### src/rtl/muldiv_pkg.sv
// Shared types and constants for the iterative RV32 M-extension execute unit.
package muldiv_pkg;

    typedef enum logic [2:0] {
        MD_MUL    = 3'b000,
        MD_MULH   = 3'b001,
        MD_MULHSU = 3'b010,
        MD_MULHU  = 3'b011,
        MD_DIV    = 3'b100,
        MD_DIVU   = 3'b101,
        MD_REM    = 3'b110,
        MD_REMU   = 3'b111
    } mdop_e;

    typedef enum logic [1:0] {
        IDLE = 2'd0,
        BUSY = 2'd1,
        DONE = 2'd2
    } md_state_e;

    localparam logic [6:0] MD_OPCODE = 7'b0110011;
    localparam logic [6:0] MD_FUNCT7 = 7'b0000001;

    // Returns {a_signed, b_signed} for an M-op.
    function automatic logic [1:0] md_signs(input mdop_e op);
        case (op)
            MD_MUL, MD_MULH, MD_DIV, MD_REM: return 2'b11;
            MD_MULHSU:                       return 2'b10;
            default:                         return 2'b00;
        endcase
    endfunction

endpackage

### src/rtl/muldiv_step.sv
// One radix-2 iteration on {acc, shreg}: shift-add for multiply, restoring subtract for divide.
module muldiv_step
    import muldiv_pkg::*;
#(
    parameter int XLEN = 32
) (
    input  logic            is_div,
    input  logic [XLEN-1:0] acc,
    input  logic [XLEN-1:0] shreg,
    input  logic [XLEN-1:0] operand,
    output logic [XLEN-1:0] acc_nxt,
    output logic [XLEN-1:0] shreg_nxt
);

    logic [XLEN:0]   sum;
    logic [XLEN:0]   shifted;
    logic [XLEN-1:0] rem_sub;
    logic            fits;

    always_comb begin
        sum     = {1'b0, acc} + (shreg[0] ? {1'b0, operand} : '0);
        shifted = {acc, shreg[XLEN-1]};
        fits    = (shifted >= {1'b0, operand});
        // Only used when fits, so the dropped top bit is always zero.
        rem_sub = shifted[XLEN-1:0] - operand;
        if (is_div) begin
            acc_nxt   = fits ? rem_sub : shifted[XLEN-1:0];
            shreg_nxt = {shreg[XLEN-2:0], fits};
        end else begin
            acc_nxt   = sum[XLEN:1];
            shreg_nxt = {sum[0], shreg[XLEN-1:1]};
        end
    end

endmodule

### src/rtl/muldiv_seq_unit.sv
// Iterative RV32 M-extension unit: XLEN-cycle radix-2 mul/div with pipeline stall and sign fix-up.
//  state | meaning
//  IDLE  | waiting for an M-op; captures operands on start_i
//  BUSY  | one multiply/divide step per cycle, count runs down to 0
//  DONE  | done_o pulse, result_o valid; returns to IDLE
module muldiv_seq_unit
    import muldiv_pkg::*;
#(
    parameter int XLEN = 32
) (
    input  logic            clk,
    input  logic            rst,
    input  logic            start_i,
    input  logic            kill_i,
    input  logic [2:0]      funct3_i,
    input  logic [XLEN-1:0] op_a_i,
    input  logic [XLEN-1:0] op_b_i,
    output logic            stall_o,
    output logic            busy_o,
    output logic            done_o,
    output logic [XLEN-1:0] result_o
);

    localparam int              CW       = $clog2(XLEN);
    localparam logic [CW-1:0]   CNT_LAST = CW'(XLEN - 1);
    localparam logic [XLEN-1:0] INT_MIN  = {1'b1, {(XLEN-1){1'b0}}};

    md_state_e       state, state_nxt;
    mdop_e           op_q, op_in;
    logic            sa_q, sb_q, sa_in, sb_in;
    logic [1:0]      signs_in;
    logic [XLEN-1:0] amag_in, bmag_in, bmag_q;
    logic [XLEN-1:0] acc_q, shreg_q, acc_nxt, shreg_nxt;
    logic [CW-1:0]   count_q;
    logic            capture, special, div_zero, div_ovf;
    logic [XLEN-1:0] special_result, final_result;
    logic [2*XLEN-1:0] prod, prod_s;

    always_comb begin
        op_in    = mdop_e'(funct3_i);
        signs_in = md_signs(op_in);
        sa_in    = signs_in[1] & op_a_i[XLEN-1];
        sb_in    = signs_in[0] & op_b_i[XLEN-1];
        amag_in  = sa_in ? -op_a_i : op_a_i;
        bmag_in  = sb_in ? -op_b_i : op_b_i;
        div_zero = (op_b_i == '0);
        div_ovf  = signs_in[0] & (op_a_i == INT_MIN) & (op_b_i == '1);
        special  = funct3_i[2] & (div_zero | div_ovf);
        if (div_zero)
            special_result = funct3_i[1] ? op_a_i : '1;
        else
            special_result = funct3_i[1] ? '0 : INT_MIN;
    end

    muldiv_step #(.XLEN(XLEN)) u_step (
        .is_div    (op_q[2]),
        .acc       (acc_q),
        .shreg     (shreg_q),
        .operand   (bmag_q),
        .acc_nxt   (acc_nxt),
        .shreg_nxt (shreg_nxt)
    );

    always_comb begin
        prod   = {acc_nxt, shreg_nxt};
        prod_s = (sa_q ^ sb_q) ? -prod : prod;
        case (op_q)
            MD_MUL:                       final_result = prod_s[XLEN-1:0];
            MD_MULH, MD_MULHSU, MD_MULHU: final_result = prod_s[2*XLEN-1:XLEN];
            MD_DIV, MD_DIVU:              final_result = (sa_q ^ sb_q) ? -shreg_nxt : shreg_nxt;
            default:                      final_result = sa_q ? -acc_nxt : acc_nxt;
        endcase
    end

    always_ff @(posedge clk or negedge rst) begin
        if (!rst) state <= IDLE;
        else      state <= state_nxt;
    end

    always_comb begin
        state_nxt = state;
        capture   = 1'b0;
        case (state)
            IDLE: if (start_i) begin
                capture   = 1'b1;
                state_nxt = special ? DONE : BUSY;
            end
            BUSY: if (count_q == '0) state_nxt = DONE;
            DONE: state_nxt = IDLE;
            default: state_nxt = IDLE;
        endcase
        if (kill_i) begin
            state_nxt = IDLE;
            capture   = 1'b0;
        end
    end

    always_ff @(posedge clk or negedge rst) begin
        if (!rst) begin
            op_q     <= MD_MUL;
            sa_q     <= 1'b0;
            sb_q     <= 1'b0;
            bmag_q   <= '0;
            acc_q    <= '0;
            shreg_q  <= '0;
            count_q  <= '0;
            result_o <= '0;
        end else if (capture) begin
            op_q    <= op_in;
            sa_q    <= sa_in;
            sb_q    <= sb_in;
            bmag_q  <= bmag_in;
            acc_q   <= '0;
            shreg_q <= amag_in;
            count_q <= CNT_LAST;
            if (special) result_o <= special_result;
        end else if (state == BUSY && !kill_i) begin
            acc_q   <= acc_nxt;
            shreg_q <= shreg_nxt;
            count_q <= count_q - 1'b1;
            if (count_q == '0) result_o <= final_result;
        end
    end

    assign busy_o  = (state != IDLE);
    assign done_o  = (state == DONE);
    assign stall_o = start_i & (state != DONE);

endmodule

### config.mk
export PLATFORM = sky130hd
export DESIGN_NAME = muldiv_seq_unit
export DESIGN_NICKNAME = d
export VERILOG_FILES = /design/src/rtl/muldiv_pkg.sv /design/src/rtl/muldiv_step.sv /design/src/rtl/muldiv_seq_unit.sv
export SDC_FILE = /design/constraint.sdc
export NUM_CORES = 1
export LEC_CHECK = 0
export ABC_AREA = 1
export CELL_PAD_IN_SITES_DETAIL_PLACEMENT = 1
export CELL_PAD_IN_SITES_GLOBAL_PLACEMENT = 1
export CORE_AREA = 2 2 200 202
export DETAILED_ROUTE_END_ITERATION = 8
export DIE_AREA = 0 0 202 204
export MAX_ROUTING_LAYER = met4
export PLACE_DENSITY = 0.82
export RECOVER_POWER = 50
export SLEW_MARGIN = 25
export SYNTH_ARGS = -nofsm -noshare
export SYNTH_HDL_FRONTEND = slang
export SYNTH_SLANG_ARGS = --single-unit
### constraint.sdc
create_clock -name clk -period 9.9 [get_ports clk]
set_input_delay 1.98 -clock clk [delete_from_list [all_inputs] [get_ports clk]]
set_output_delay 1.98 -clock clk [all_outputs]
set_load 0.03 [all_outputs]
Word-level counts from Yosys, hierarchy flattened. Index checks and enable logic that the tools add are counted.

Register bits: 140. Input bits: 71.

Reduce and logical (&&, ||, !) cells: 15. Add/subtract/negate cells: 8. Multiplexer cells: 32. Order comparisons: 1. Bitwise logic cells: 8. Eq/ne operators: 17.

Operators with widths (count): 2-to-1 mux 32 bit (19); negation 32 bit (4); case mux 32 bit (3 select lines) (1); == test 32 bit (second input constant) (2); 2-to-1 mux 64 bit (1); negation 64 bit (1); adder 32 x 33 -> 33 bit (1); >= comparator 33 x 32 -> 1 bit (1); zero test 32 bit (1); subtractor 32 bit (1); == test 3 bit (second input constant) (4); 2-to-1 mux 5 bit (2); == test 3 x 2 -> 1 bit (second input constant) (3); 2-to-1 mux 2 bit (4); case mux 2 bit (2 select lines) (2); bitwise AND 1 bit (6); == test 3 x 1 -> 1 bit (second input constant) (2); zero test 3 bit (2); != test 3 bit (second input constant) (2); nonzero test 2 bit (3); zero test 5 bit (1); subtractor 5 x 1 -> 5 bit (second input constant) (1); OR reduction 4 bit (1); 2-to-1 mux 1 bit (3); other kinds (13) (13).

Depth between registers and ports, before layout. Gate-level depths: netlist of run 1.

Word-level depth: 11. Mapped depth: 35. Depth with buffers taken out: 33.

Modules after synthesis. A second synthesis of run 1 with hierarchy kept.

Cells, all modules: 3188. Area, all modules: 17654.4 um^2.

Modules (own cells, without submodules): muldiv_seq_unit (cells an instance 1914, area each 11489.8 um^2, times used 1); muldiv_step (cells an instance 1274, area each 6164.7 um^2, times used 1).

Worst setup path before layout of run 1. No wires, ideal clock.

Path type: input to output. From: in start_i. To: out stall_o. Slack: 5481 ps. Cell stages on the path: 2. Path buffers: 0. Data required time: 7920 ps. Arrival time: 2439 ps. Path through: inv_1 -> nor2_1.

Cells in the longest elaborated chain, start to end: 1.

RTL lines: from (decl) (line muldiv_seq_unit.sv:13) `input logic start_i,`; bitwise AND 1 bit (line muldiv_seq_unit.sv:127) `assign stall_o = start_i & (state != DONE);`; to (decl) (line muldiv_seq_unit.sv:18) `output logic stall_o,`.

Every way passes these cells.

==> metrics.md, run 1 <==
| Metric | Value |
|---|---|
| Stages on the worst setup path | 2 |
| Fin nets | 3,183 |
| Root Driver | clkbuf_16 |
| Seq/Total Area, Yosys | 0.2024 |
| Vias per inst | a little under 6 |
| Final Hold Vio Count | 0 |
| Synth Instances | 2,995 |
| Syn Std Cell Area | approximately 17,000 sq um |
| Async SR Flop Fraction | 1.000 |
| Final Util | 0.4908 |
| Critical Path Max Stage Delay | between 2 and 3 ns |
| Antenna violation net count after detailed routing | 0 |
| Post-CTS setup buffers | 0 |
| Achievable Freq | 0.1443 GHz |
| Hold Path Depth | 2 |
| Detailed Routing Iterations Pass 1 | 7 |
| CTS tree | yes |
| Die Span Y | 204 um |
| Data required, critical path | 9.16 ns |
| GPL Wtd Cong | 1.009 |
| First-pass GRT wire length | 124,000 um |
| Resized Gates After CTS | 0 |
| Hold Path End | count_q[0]$_DFFE_PN0P_ |
| Worst-path maximum fanout | 62 |
| Crit path cell chain | clkbuf_1 > clkbuf_1 |
| Max Cap Viol | 3 |
| Pleak | 9.902 nW |
| Sink Count | 140 |
| Failing checks | capacitance limit, slew limit |
| Post-synth top cells | 907 x nand2_1, 433 x inv_1, 293 x nor2_1 |
| Largest net degree at the start of global routing | between 90 and 100 |
| Via count of the first global-routing pass | 21.02k |
| R2R cell count | 27 |
| Routed WL | 81,610 um |
| Top delay family on crit path | buffers and inverters |
| Syn. warnings | 0 |
| GR Util All Layers | 0.4084 |
| R2r setup slk | 4.13 ns |
| Unrepaired setup endpoints after global routing | no |
| Power Density | approximately 360 nW/um^2 |
| Crit-path slowest cell | clkbuf_1 |
| Startpoint types | primary input |
| Hold Path Class | flip-flop to flip-flop |
| Syn avg cell area | 5.778 sq um |
| Initial Utilization | 0.4416 |
| Area contributors post-synth | dfrtp_1 20%, nand2_1 20%, inv_1 9.4% |
| Dpl hpwl | 65,620 um |
| Reg2Reg Capture Point | result_o[2]$_DFFE_PN0P_ |
| Cts hold-fix bufs | 0 |
| Peak supply drop | 0.0001939 V |
| Slew Limit Fails | 129 |
| Predominant post-synthesis flop cell | dfrtp_1 |
| DIE WIDTH | 202 um |
| Port bufs | 105 |
| Area leader, netlist | dfrtp_1 |
| Fin worst setup slack | between 2 and 3 ns |
| CTS Buf Count | 17 |
| Library cell with the highest instance count after synthesis | nand2_1 |
| Crit end category | async pin |
| Clock transition at path regs | ~0.07 ns |
| WP buf/inv | 2 |
| Register bit total from synthesis | 140 |
| Antenna violations before repair | 2 |
| Status | complete, but fails checks |
| Count of flip-flops with a built-in enable after synthesis | 0 |
| # DRC | 0 |
| Worst Skew | around 0.013 ns |
| Die ar. | 41,210 sq um |
| Overflow after GRT | 0 |
| Min-delay src | count_q[0]$_DFFE_PN0P_ |
| CP arrival | 6.19 ns |
| CTS Buffer Depth | 2 |
| Rel. slew slack | -1.386 |
| Row count | 73 |
| I/O Pins | between 100 and 150 |
| Minimum clock period | 6.931 ns |
| Core region area | 39,180 sq um |
| Worst skew pair latency | about 0.48 ns |
| 1st-iter DRT viols | a little over 2k |
| Final worst path period share | 0.7001 |
| Critical path class | primary input to async pin |
| WL/cell | approximately 23 um |
| Layout cells sized above 1 | 0.06193 |
| Syn Nets | ~3.1k |
| Post-synthesis cell type count | 58 |
| Critical R2R Launch | bmag_q[26]$_DFFE_PN0P_ |
| Synth top area share | 0.2024 |
| Area delta synth->final | 11.13% |
| Setup total negative slack | 0 ns |
| H-tree depth | 4 |
| Setup violators final | 0 |
| Pre-CTS setup slack | 3.670 ns |
| Via count | around 21k |
| Critical Path Most Common Cell | clkbuf_1 |
| Worst-margin pin slew | 3.580 ns |
-- worst max-delay path by stage --
stage,slack (ns),from,endpoint
global placement,3.77,op_a_i[0],result_o[20]$_DFFE_PN0P_
finish,2.97,rst,op_q[2]$_DFFE_PN0P_
detailed placement,3.67,op_a_i[0],result_o[20]$_DFFE_PN0P_
global route,2.07,rst,op_q[2]$_DFFE_PN0P_
floorplan,5.48,start_i,stall_o
CTS,4.17,op_a_i[0],result_o[20]$_DFFE_PN0P_
-- state kept, by name, indices dropped and copies added, names as in the netlist --
name,cells
count_q,5
sa_q,1
bmag_q,32
sb_q,1
shreg_q,32
state,2
result_o,32
op_q,3
acc_q,32
-- logic make-up after synthesis --
family          Yosys count  share of synthesized area
compound gates          500                     0.1581
xor+xnor                 78                    0.03948
fa+ha+maj                73                    0.05365
buf+inv                 555                     0.1283
flops                   140                     0.2024
simple gates           1649                     0.4181
-- cell usage in the layout (no fill, tap or decap), types with 9 or more instances in the layout --
master | netlist | layout
nand3_2 | 14 | 14
a31oi_1 | 9 | 9
o21ai_0 | 208 | 208
or2_2 | 9 | 9
dlygate4sd3_1 | 0 | 14
nand3_1 | 243 | 243
nand4_1 | 42 | 42
nor2_1 | 293 | 292
a21oi_1 | 169 | 169
dfrtp_1 | 140 | 139
nor2_2 | 23 | 24
nand2_1 | 907 | 907
inv_2 | 18 | 19
nand3b_1 | 13 | 13
xor2_1 | 63 | 63
inv_1 | 433 | 432
nand2_2 | 25 | 25
nor3_1 | 31 | 30
xnor2_1 | 15 | 15
o22ai_1 | 32 | 32
o21ai_1 | 30 | 30
nor2_4 | 12 | 12
buf_4 | 5 | 13
o21ai_2 | 13 | 13
clkbuf_16 | 0 | 17
ha_1 | 71 | 71
clkdlybuf4s50_1 | 0 | 90
-- stage by stage --
stage | power (mW) | hold slack, ns | std cells | area, sq um
floorplan | 4.353 | 0.4540 | 2995 | 17310
global placement | 5.892 | 0.4817 | 3544 | 18640
detailed placement | 6.046 | 0.5054 | 3544 | 18650
CTS | 6.765 | 0.5248 | 3576 | 19230
global route | 7.373 | 0.5461 | 3579 | 19230
finish | 6.914 | 0.5195 | 3581 | 19230
-- power breakdown --
part	switching, mW	total, mW	internal [mW]	leakage (nW)
registers	0.294	1.08	0.784	1.72
logic	3.70	5.15	1.46	7.91
clock network	0.321	0.682	0.362	0.280
-- area by class of cell --
class | count | area [sq um]
sequential | 140 | 3507
antenna | 4 | 10.01
tap | 525 | 656.9
timing repair buffer | 121 | 1154
clock inverter | 14 | 147.6
multi-input combinational | 2300 | 11590
clock buffer | 18 | 439.2
fill | 5568 | 19950
inverter | 459 | 1727
-- metal layers --
metal	up-vias	wire, um	global-route usage
li1	9693	-	-
met1	10079	36280	0.5512
met2	913	34410	0.5906
met3	166	7741	0.09263
met4	0	3172	0.1602
met5	-	0	-
No activity file was read; power rests on OpenSTA's default activity.
==> run 2, diff against run 1 <==
--- a/config.mk
+++ b/config.mk
@@ -8,11 +8,11 @@
 export ABC_AREA = 1
 export CELL_PAD_IN_SITES_DETAIL_PLACEMENT = 1
 export CELL_PAD_IN_SITES_GLOBAL_PLACEMENT = 1
-export CORE_AREA = 2 2 200 202
+export CORE_AREA = 2 2 204 206
 export DETAILED_ROUTE_END_ITERATION = 8
-export DIE_AREA = 0 0 202 204
+export DIE_AREA = 0 0 206 208
 export MAX_ROUTING_LAYER = met4
-export PLACE_DENSITY = 0.82
+export PLACE_DENSITY = 0.79
 export RECOVER_POWER = 50
 export SLEW_MARGIN = 25
 export SYNTH_ARGS = -nofsm -noshare
==> constraint.sdc (replaced) <==
create_clock -name clk -period 6.7 [get_ports clk]
set_input_delay 1.34 -clock clk [delete_from_list [all_inputs] [get_ports clk]]
set_output_delay 1.34 -clock clk [all_outputs]
set_load 0.03 [all_outputs]
==> metrics.md, run 2 (same netlist as run 1, synthesis figures left out) <==
| Metric | Value |
|---|---|
| Hold WS | approximately 0.5 ns |
| First-pass GRT wire length | 127,000 um |
| Layout cells sized above 1 | 0.06409 |
| I/O Pins | between 100 and 150 |
| Critical Path Max Stage Delay | 2.99 ns |
| Post-route cell area | 19,290 sq um |
| Minimum clock period | 5.414 ns |
| Overflow after GRT | 0 |
| 1st-iter DRT viols | between 2k and 2.5k |
| Critical path class | primary input to async pin |
| CTS Buffer Depth | 2 |
| Startpoint types | primary input |
| Hold Path Class | flip-flop to flip-flop |
| Most frequent cells in the layout | 907 x nand2_1, 432 x inv_1, 292 x nor2_1 |
| Status | complete, but fails checks |
| Sink Count | 140 |
| Crit end category | async pin |
| Rel. slew slack | -1.828 |
| Pleak | 9.942 nW |
| Resized Gates After CTS | 0 |
| Cts hold-fix bufs | 0 |
| Via count of the first global-routing pass | 20.72k |
| Achievable Freq | around 0.18 GHz |
| Die ar. | ~43,000 sq um |
| Crit path cell chain | buf_6 > clkbuf_1 |
| Met1 Use GR | 0.5742 |
| Initial Utilization | 0.4267 |
| Port bufs | approximately 110 |
| Sequential standard cell area | 3507 sq um |
| Unrepaired setup endpoints after global routing | no |
| CTS tree | yes |
| Antenna violation net count after detailed routing | 0 |
| Worst Skew | 0.008400 ns |
| Via count | 20.89k |
| Area of the multi-input gates | 11,590 sq um |
| Setup violators final | 0 |
| CTS Buf Count | 17 |
| Power Density | 539.4 nW/um^2 |
| WP buf/inv | 2 |
| Fin nets | 3,189 |
| Vias per inst | 5.818 |
| Worst-margin pin slew | 4.243 ns |
| Filler Cells Inserted | 5,791 |
| Final worst path period share | 0.8081 |
| Setup total negative slack | 0 ns |
| WL/cell | 23.57 um |
| DIE WIDTH | ~210 um |
| Antenna violations before repair | 2 |
| Most common cell after layout, fill and taps aside | nand2_1 |
| Data required, critical path | 6.32 ns |
| Top delay family on crit path | buffers and inverters |
| Post-CTS setup buffers | 0 |
| Peak supply drop | roughly 0.00029 V |
| H-tree depth | 4 |
| GPL Wtd Cong | 1.004 |
| Core region area | 40,550 sq um |
| Row count | 74 |
| Die Span Y | 208 um |
| Final Hold Vio Count | 0 |
| Routed WL | 84,660 um |
| Max Cap Viol | 2 |
| Worst-path maximum fanout | 72 |
| GRT busiest layer | met1 |
| Grt met3 use | 0.08741 |
| Detailed Routing Iterations Pass 1 | 6 |
| GR Util All Layers | 0.4091 |
| Largest net degree at the start of global routing | 73 |
| Failing checks | capacitance limit, slew limit |
| Crit-path slowest cell | clkbuf_1 |
| Root Driver | clkbuf_16 |
| Slew Limit Fails | 102 |
| Worst skew pair latency | 0.50 ns |
| Placed Area | 18,710 sq um |
| Grt met2 use | 0.5728 |
| Clock transition at path regs | 0.07 ns |
| Dpl hpwl | 68,250 um |
| Area delta synth->final | 11.45% |
| CP arrival | between 5 and 6 ns |
| Power Total | 10.40 mW |
| # DRC | 0 |
## run 2: cell types whose count changed in the layout (fill, tap and decap cells not counted)
| cell | delta |
|---|---|
| buf_4 | +6 |
| buf_6 | +1 |
| clkbuf_1 | -1 |
| clkinvlp_4 | -1 |
| diode_2 | -3 |
| inv_6 | +1 |
## run 2: through the flow
| step | cells | util | setup slack [ns] |
|---|---|---|---|
| after floorplan | 2995 | - | 2.896 |
| after global placement | 3558 | 0.4613 | 1.006 |
| after detailed placement | 3558 | 0.4613 | 1.013 |
| after CTS | 3590 | 0.4758 | 1.448 |
| after global routing | 3591 | 0.4756 | 0.6184 |
| final | 3591 | 0.4756 | 1.286 |
## run 2: area by class of cell
class,count,area share
Clock buffer,18,0.02277
Multi-Input combinational cell,2300,0.6009
Timing Repair Buffer,127,0.06254
Antenna cell,1,0.0001298
Clock inverter,14,0.007720
Inverter,459,0.08953
Sequential cell,140,0.1818
Tap cell,532,0.03451
## run 2: per-layer routing
metal / vias to the layer above / wire length, um
li1: 9707 / -
met1: 10130 / 38580
met2: 906 / 34940
met3: 150 / 7903
met4: 0 / 3230
met5: - / 0
## run 2: final timing paths
path	end	from	slack, ns	cells past startpoint
setup / recovery	result_o[26]$_DFFE_PN0P_	rst	1.29	2
hold reg to reg	count_q[0]$_DFFE_PN0P_	count_q[0]$_DFFE_PN0P_	0.51	2
max in group clk	result_o[30]$_DFFE_PN0P_	bmag_q[16]$_DFFE_PN0P_	1.31	30
hold / removal	count_q[0]$_DFFE_PN0P_	count_q[0]$_DFFE_PN0P_	0.51	2
setup reg to reg	result_o[30]$_DFFE_PN0P_	bmag_q[16]$_DFFE_PN0P_	1.31	30
min in group asynchronous	acc_q[5]$_DFFE_PN0P_	rst	0.88	1
## run 2: power by group
group	leakage, nW	internal (mW)	switching, mW
Sequential	1.72	1.16	0.398
Combinational	7.94	2.17	5.67
Clock	0.285	0.535	0.480
Total	9.94	3.86	6.54
==> run 3, diff against run 2 <==
==> constraint.sdc (replaced) <==
create_clock -name clk -period 5.4 [get_ports clk]
set_input_delay 1.08 -clock clk [delete_from_list [all_inputs] [get_ports clk]]
set_output_delay 1.08 -clock clk [all_outputs]
set_load 0.03 [all_outputs]
==> metrics.md, run 3 (same netlist as run 1, synthesis figures left out) <==
| Metric | Value |
|---|---|
| # DRC | 0 |
| Pleak | roughly 10 nW |
| Failing checks | capacitance limit, slew limit |
| Startpoint types | flip-flop |
| Worst-margin pin slew | 3.040 ns |
| Via count of the first global-routing pass | around 21k |
| Dpl hpwl | 69,710 um |
| Setup total negative slack | 0 ns |
| Worst skew pair latency | approximately 0.47 ns |
| Power Density | about 680 nW/um^2 |
| Cts hold-fix bufs | 0 |
| Row count | 74 |
| Psw | 8.252 mW |
| Top delay family on crit path | simple AND/OR/NAND/NOR gates |
| Initial Utilization | 0.4267 |
| Area of the multi-input gates | 11,580 sq um |
| Critical path class | flip-flop to flip-flop |
| Max Cap Viol | 4 |
| Fin worst setup slack | 0.3968 ns |
| Stages on the worst setup path | 27 |
| Pre-CTS setup slack | between 0.5 and 0.6 ns |
| P_int | 4.815 mW |
| Routed WL | 86,730 um |
| Rel. slew slack | -1.026 |
| Setup violators final | 0 |
| Core region area | 40,550 sq um |
| Largest net degree at the start of global routing | 119 |
| R2R cell count | 27 |
| Most frequent cells in the layout | 907 x nand2_1, 432 x inv_1, 293 x nor2_1 |
| Final std cells w/o fill | approximately 3.6k |
| Post-CTS setup buffers | 0 |
| Critical Path Max Stage Delay | 0.48 ns |
| Clock transition at path regs | 0.07 ns |
| Port bufs | 105 |
| Resized Gates After CTS | 0 |
| H-tree depth | 4 |
| Vias per inst | 5.920 |
| Status | complete, but fails checks |
| Root Driver | clkbuf_16 |
| Sink Count | 140 |
| CTS tree | yes |
| Sequential standard cell area | 3507 sq um |
| Sequential share of power | 0.151 |
| 1st-iter DRT viols | 2,578 |
| Achievable Freq | 0.1999 GHz |
| Antenna violation net count after detailed routing | 0 |
| Area delta synth->final | 11.61% |
| Minimum clock period | 5.003 ns |
| Antenna violations before repair | 2 |
| Fin nets | between 3k and 4k |
| Unrepaired setup endpoints after global routing | no |
| Clock power share | 0.093 |
| Critical Path Most Common Cell | nor2_4 |
| Detailed Routing Iterations Pass 1 | 6 |
| Final worst path period share | 0.9265 |
| I/O Pins | 106 |
| Filler Cells Inserted | 5,767 |
| CTS Buf Count | 17 |
| Combinational Power Share | 0.756 |
| Slew Limit Fails | 140 |
| CTS Buffer Depth | 2 |
| WL/cell | roughly 24 um |
| Die ar. | approximately 43,000 sq um |
| Placed Cells | 3,563 |
| Layout cells sized above 1 | 0.06499 |
| Hold Path Depth | 1 |
| WP buf/inv | 2 |
| Worst Skew | 0.01932 ns |
| CP arrival | 5.32 ns |
| First-pass GRT wire length | roughly 130,000 um |
| Overflow after GRT | 0 |
| Final Hold Vio Count | 0 |
| Most common cell after layout, fill and taps aside | nand2_1 |
| GPL Wtd Cong | 1.025 |
| Worst-path maximum fanout | 9 |
| Crit-path slowest cell | dfrtp_1 |
| Post-route cell area | a little under 20,000 sq um |
| Placed Area | between 15,000 and 20,000 sq um |
| GR Util All Layers | 0.4173 |
| Crit end category | flip-flop |
| DIE WIDTH | 206 um |
| Hold Path Class | flip-flop to flip-flop |
| Peak supply drop | 0.0003055 V |
| Data required, critical path | 5.72 ns |
| Switching share of power | 0.6315 |
| Via count | roughly 21k |
| Die Span Y | around 210 um |
==> run 3: cell types whose count changed in the layout (fill, tap and decap cells not counted), sizes merged <==
cell           change
clkdlybuf4s50      +4
clkbuf             +2
clkinv             +2
dlygate4sd3        -4
inv                -6
buf                +4
clkinvlp           +2
==> run 3: final timing paths <==
path,startpoint,end,slack [ns]
min,count_q[3]$_DFFE_PN0P_,count_q[3]$_DFFE_PN0P_,0.51
max in group asynchronous,rst,result_o[28]$_DFFE_PN0P_,1.02
min in group asynchronous,rst,acc_q[5]$_DFFE_PN0P_,1.62
min reg2reg,count_q[3]$_DFFE_PN0P_,count_q[3]$_DFFE_PN0P_,0.51
max,bmag_q[9]$_DFFE_PN0P_,result_o[4]$_DFFE_PN0P_,0.40
max reg2reg,bmag_q[9]$_DFFE_PN0P_,result_o[4]$_DFFE_PN0P_,0.40
==> run 3: stage by stage <==
stage | hold slack (ns) | total power, mW | utilization
detailed placement | 0.4995 | 11.46 | 0.4628
finish | 0.5113 | 13.07 | 0.4763
floorplan | 0.4540 | 7.981 | -
CTS | 0.5108 | 12.74 | 0.4768
global route | 0.5548 | 13.87 | 0.4763
global placement | 0.4839 | 11.23 | 0.4628
==> run 3: area by class of cell <==
| class | count | area share |
|---|---|---|
| clock inverters | 12 | 0.005895 |
| inverters | 459 | 0.08940 |
| clock buffers | 19 | 0.02345 |
| flip-flops and latches | 140 | 0.1816 |
| well taps | 532 | 0.03446 |
| multi-input cells | 2300 | 0.5997 |
| diodes | 1 | 0.0001296 |
| repair buffers | 132 | 0.06543 |
==> run 3: routing by layer <==
| metal | part of all wire | up-vias | GRT usage |
|---|---|---|---|
| met5 | 0 | - | - |
| met3 | 0.089 | 179 | 0.07002 |
| li1 | - | 9700 | - |
| met2 | 0.41 | 1036 | 0.5825 |
| met1 | 0.45 | 10369 | 0.5928 |
| met4 | 0.045 | 0 | 0.1675 |
==> run 3: power by group through the flow <==
| stage | clock network (mW) | logic [mW] | registers, mW |
|---|---|---|---|
| floorplan | 0 | 6.06 | 1.93 |
| global placement | 0 | 9.29 | 1.93 |
| detailed placement | 0 | 9.51 | 1.96 |
| CTS | 1.21 | 9.58 | 1.94 |
| global route | 1.25 | 10.6 | 2.00 |
| finish | 1.22 | 9.87 | 1.98 |
